$ cat src/rtl/inflate_bit_unpacker.sv
// Inflate bit unpacker: packs LSB-first words into a shift buffer for the decoder.
// Define INFLATE_BIT_UNPACKER_STAT_EN to add the stat_bits consumed-bit counter.
module inflate_bit_unpacker #(
  parameter int DATA_WIDTH = 32,
  parameter int BUF_WIDTH  = 64,
  parameter int PEEK_WIDTH = 32,
  parameter int CNT_WIDTH  = $clog2(BUF_WIDTH + 1),
  parameter int LEN_WIDTH  = $clog2(PEEK_WIDTH + 1)
) (
  input  logic                  clk,
  input  logic                  rst_n,
  input  logic                  flush,
  input  logic                  src_vld,
  input  logic [DATA_WIDTH-1:0] src_data,
  output logic                  src_rdy,
  input  logic                  cns_vld,
  input  logic [LEN_WIDTH-1:0]  cns_len,
  output logic                  cns_rdy,
  input  logic                  align_req,
  output logic [PEEK_WIDTH-1:0] peek_data,
  output logic [CNT_WIDTH-1:0]  bit_cnt,
  output logic                  cns_err
`ifdef INFLATE_BIT_UNPACKER_STAT_EN
  ,
  output logic [31:0]           stat_bits
`endif
);

  localparam logic [CNT_WIDTH-1:0] FILL_MAX =
    CNT_WIDTH'(BUF_WIDTH - DATA_WIDTH);
  localparam logic [CNT_WIDTH-1:0] DW_C = CNT_WIDTH'(DATA_WIDTH);
  localparam logic [LEN_WIDTH-1:0] PW_C = LEN_WIDTH'(PEEK_WIDTH);

  logic [BUF_WIDTH-1:0] buf_q, buf_d;
  logic [CNT_WIDTH-1:0] cnt_q, cnt_d;
  logic                 rdy_q, rdy_d;
  logic                 err_q, err_d;

  logic [CNT_WIDTH-1:0] len_c;
  logic [CNT_WIDTH-1:0] d;
  logic [CNT_WIDTH-1:0] base;
  logic [BUF_WIDTH-1:0] sh;
  logic [BUF_WIDTH-1:0] ins;
  logic                 len_ok;
  logic                 cns_acc;
  logic                 src_acc;

  assign len_c   = CNT_WIDTH'(cns_len);
  assign len_ok  = (cns_len <= PW_C);
  assign cns_rdy = (len_c <= cnt_q) & ~align_req & len_ok;
  assign cns_acc = cns_vld & cns_rdy;
  assign src_acc = src_vld & rdy_q;

  always_comb begin
    d = '0;
    unique case (1'b1)
      align_req: d = CNT_WIDTH'(cnt_q[2:0]);
      cns_acc:   d = len_c;
      default:   d = '0;
    endcase
  end

  // Shift out consumed bits first, then drop the new word right above the rest.
  always_comb begin
    base  = cnt_q - d;
    sh    = buf_q >> d;
    ins   = BUF_WIDTH'(src_data) << base;
    buf_d = src_acc ? (sh | ins) : sh;
    cnt_d = base + (src_acc ? DW_C : '0);
    rdy_d = (cnt_d <= FILL_MAX);
    err_d = err_q | (cns_vld & ~len_ok);
  end

  always_ff @(posedge clk or negedge rst_n) begin
    if (!rst_n) begin
      buf_q <= '0;
      cnt_q <= '0;
      rdy_q <= 1'b1;
      err_q <= 1'b0;
    end else if (flush) begin
      buf_q <= '0;
      cnt_q <= '0;
      rdy_q <= 1'b1;
      err_q <= 1'b0;
    end else begin
      buf_q <= buf_d;
      cnt_q <= cnt_d;
      rdy_q <= rdy_d;
      err_q <= err_d;
    end
  end

  assign peek_data = buf_q[PEEK_WIDTH-1:0];
  assign bit_cnt   = cnt_q;
  assign src_rdy   = rdy_q;
  assign cns_err   = err_q;

`ifdef INFLATE_BIT_UNPACKER_STAT_EN
  logic [31:0] stat_q, stat_d;
  logic [32:0] stat_sum;

  assign stat_sum = {1'b0, stat_q} + 33'(d);
  assign stat_d   = stat_sum[32] ? 32'hFFFF_FFFF : stat_sum[31:0];

  always_ff @(posedge clk or negedge rst_n) begin
    if (!rst_n) begin
      stat_q <= '0;
    end else if (flush) begin
      stat_q <= '0;
    end else begin
      stat_q <= stat_d;
    end
  end

  assign stat_bits = stat_q;
`endif

endmodule

$ cat config.mk
export PLATFORM = sky130hd
export DESIGN_NAME = inflate_bit_unpacker
export DESIGN_NICKNAME = d
export VERILOG_FILES = /design/src/rtl/inflate_bit_unpacker.sv
export SDC_FILE = /design/constraint.sdc
export NUM_CORES = 1
export LEC_CHECK = 0
export ABC_AREA = 1
export CAP_MARGIN = 40
export CORE_ASPECT_RATIO = 1.1
export CORE_MARGIN = 8
export CORE_UTILIZATION = 34
export CTS_BUF_LIST = sky130_fd_sc_hd__clkbuf_8 sky130_fd_sc_hd__clkbuf_16
export DETAILED_ROUTE_END_ITERATION = 8
export GPL_TIMING_DRIVEN = 0
export PLACE_DENSITY = 0.64
export SYNTH_ARGS = -nofsm -noshare
export SYNTH_HDL_FRONTEND = slang
export SYNTH_SLANG_ARGS = --single-unit
$ cat constraint.sdc
create_clock -name clk -period 4.2 [get_ports clk]
set_clock_uncertainty 0.05 [all_clocks]
set_input_delay 0.84 -clock clk [delete_from_list [all_inputs] [get_ports clk]]
set_output_delay 0.84 -clock clk [all_outputs]
set_load 0.01 [all_outputs]
==> key figures <==
Logic synthesis
  • Synth top area cells: nand3_1 29%, nand2_1 18%, dfrtp_1 18%
  • Synth area leader: nand3_1
  • Synth Flop Type: dfrtp_1
  • Seq/Total Area, Yosys: 18.0%
  • Yosys cell types: 41
  • Post-synthesis cell area: 0.0101 mm^2
  • Most frequent cell after synthesis: nand3_1
  • Gate Count Post-Synth: 1808
  • Most frequent cells after synthesis: 586 x nand3_1, 491 x nand2_1, 138 x inv_1, 109 x o21ai_0, 72 x dfrtp_1
  • Avg Synthesized Cell Area: 5.61 um^2
  • Async S/R FF share, synth: 100%
  • Synth warnings: 0
  • EDFF count, synth: 0
  • Net Count, Synth: 1866
  • Seq cells post-synth: 73
  • Top cell type's share of synthesized area: 28.9%

Clocking
  • CTS Buf Count: 9
  • Clk sinks: 73
  • Hold-fix buffers, CTS: 0
  • Clock buffer depth: 2
  • Clock Pin Slew Worst Setup and Hold Paths: 60 ps
  • CTS tree: yes
  • Clock latency on the worst-skew pair: 350 ps
  • CTS root buffer: clkbuf_16
  • H-Tree Depth: 3

Worst setup path
  • R2R setup slack: -70 ps
  • Number of cells on the worst reg-to-reg path: 25
  • Crit start category: primary input
  • Crit path required time: 4330 ps
  • Crit Path Category: in2reg
  • Worst Setup End Kind: register
  • CP Data Arrival Time: 4460 ps
  • Worst R2R Start: bit_cnt[1]$_DFF_PN0_
  • R2r endpoint: buf_q[34]$_DFF_PN0_
  • CP max FO: 8

Global routing
  • First-pass GRT wire length: 89.7 mm
  • Number of global-route vias before repair: 13600
  • Gr ovfl total: 0
  • Largest net degree at the start of global routing: 56
  • Initial antenna violation count: 1
  • Tot GR Track Use: 34.2%

STA
  • F_max: 231 MHz
  • Post-layout min period: 4330 ps
  • Slew margin rel.: 43.4%
  • Final Max Slew Viols: 0
  • Least-Margin Pin Slew: 849 ps
  • Final Hold Fails: 0
  • Fin crit share: 103%
  • Setup violations, final: 25
  • Worst setup margin: -126 ps
  • RSZ-0062 raised after global routing: yes

Routing
  • Drt pass-1 iters: 6
  • ANT nets after route: 0
  • DRT iter0 DRCs: 1572
  • Drt wl/cell: 27.0 um
  • Vias per cell: 5.98
  • Drt drc: 0
  • WL final: 62.6 mm
  • Vias: 13900

Pwr
  • Peak VDD IR: 0.827 mV
  • Power per cell area: 940 mW/mm^2
  • Pleak: 6.32 nW

Place
  • Placed cell areas: 0.0115 mm^2
  • Dpl hpwl: 51.1 mm
  • Worst slack, placed: -2380 ps
  • Buffers on Ports: 85
  • Placer Congestion: 1.08

Die
  • Die ar.: 0.0356 mm^2
  • IO Pins: 86
  • FP Rows: 66
  • Die width: 181 um
  • Chip Height: 197 um
  • Starting Density: 34.4%
  • Core outline area: 0.0295 mm^2

Layout
  • Final non-filler cell area: 0.0136 mm^2
  • Final nets: 2001
  • ANT cells: 0
  • Synth-to-layout area growth: 33.9%
  • Share of cells above drive strength 1: 20.6%

Outcome
  • Violated checks: setup timing
  • Status: complete, but fails checks

Job
  • Max-cap violations: 0

Hold path
  • Path category of the worst min-delay check: in2async
how the worst max path moves through the flow:
stage	start	endpoint	cells after the start
global route	cns_len[5]	buf_q[34]$_DFF_PN0_	24
global placement	cns_len[5]	buf_q[34]$_DFF_PN0_	21
floorplan	cns_len[2]	buf_q[49]$_DFF_PN0_	26
CTS	cns_len[4]	buf_q[34]$_DFF_PN0_	24
detailed placement	cns_len[5]	buf_q[34]$_DFF_PN0_	21
finish	cns_len[5]	buf_q[34]$_DFF_PN0_	24
flip-flops by register name (all words and copies together), names as in the netlist:
name and cells:
buf_q 64, bit_cnt 7, cns_err 1, src_rdy 1
layer usage:
layer	track usage [%]	vias to the layer above	wire (um)
li1	-	6320	-
met1	38.0	6493	22900
met2	57.4	790	28800
met3	5.52	285	4780
met4	28.4	2	6080
met5	0	-	13
power by group:
group          internal (mW)  leakage (nW)  switching, mW
logic                   3.75          5.20           7.03
clock network          0.458         0.134          0.317
registers              0.926         0.977          0.267
kinds of logic after synthesis:
logic type	after synthesis	share of synthesized area [%]
adder cells (fa/ha/maj)	14	1.80
XOR/XNOR	6	0.518
flip-flops	73	18.0
buffers and inverters	315	14.2
multiplexers	29	2.86
AO/OA/AOI/OAI	207	10.9
AND/OR/NAND/NOR	1164	51.7
stage by stage:
stage	power (mW)	util, %	setup TNS [ps]	std cells	hold slack (ps)
final	12.8	46.0	-954	2321	314
after CTS	11.2	43.3	-41.3	2304	315
after detailed placement	9.19	39.1	-128850	2268	465
after floorplan	6.21	-	0	1808	494
after global placement	9.20	39.0	-147770	2267	460
after global routing	13.5	46.0	-9530	2321	328
critical path, cell delays in order:
cell	delay, ps
buf_12	110
ha_4	260
inv_4	30
nor3_4	160
nand3b_1	140
nand2_4	140
nand4_4	160
nand2_4	140
buf_12	130
ha_4	130
inv_4	30
fa_2	370
a21oi_2	190
o21ai_2	120
a21oi_2	150
nor2_1	50
nor2_1	120
xor2_1	200
nor2_1	100
nand2_2	160
clkinv_4	160
buf_8	170
a22oi_2	240
a21oi_2	150
area by class of cell:
cell class / instances / area, um^2
plain buffers: 165 / 1130
clock buffers: 9 / 225
clock inverters: 6 / 70.1
fillers: 3211 / 15900
inverters: 145 / 574
multi-input cells: 1420 / 7970
flip-flops and latches: 73 / 1830
well taps: 374 / 468
repair buffers: 129 / 1310
placed cells by master, fill, tap and decap left out, drive strengths merged, types with 2 or more instances in the layout:
cell / instances
clkinv: 3
nand4: 5
nor2: 45
buf: 166
a22oi: 9
or2: 8
nand3: 590
inv: 144
nor3: 16
nand3b: 6
dfrtp: 72
clkbuf: 58
o21a: 2
clkinvlp: 3
a31oi: 6
o21ai: 115
a32oi: 2
ha: 13
mux2i: 29
nand2: 494
clkdlybuf4s50: 78
xor2: 5
a21oi: 71
timing repair:
action	4_1_cts	5_1_grt
cloned	2	2
endpoints found under the setup margin	70	67
resized for setup	243	204
buffers inserted	24	15
pin swaps	44	56
Note: power is estimated with default switching activity, not from simulation.
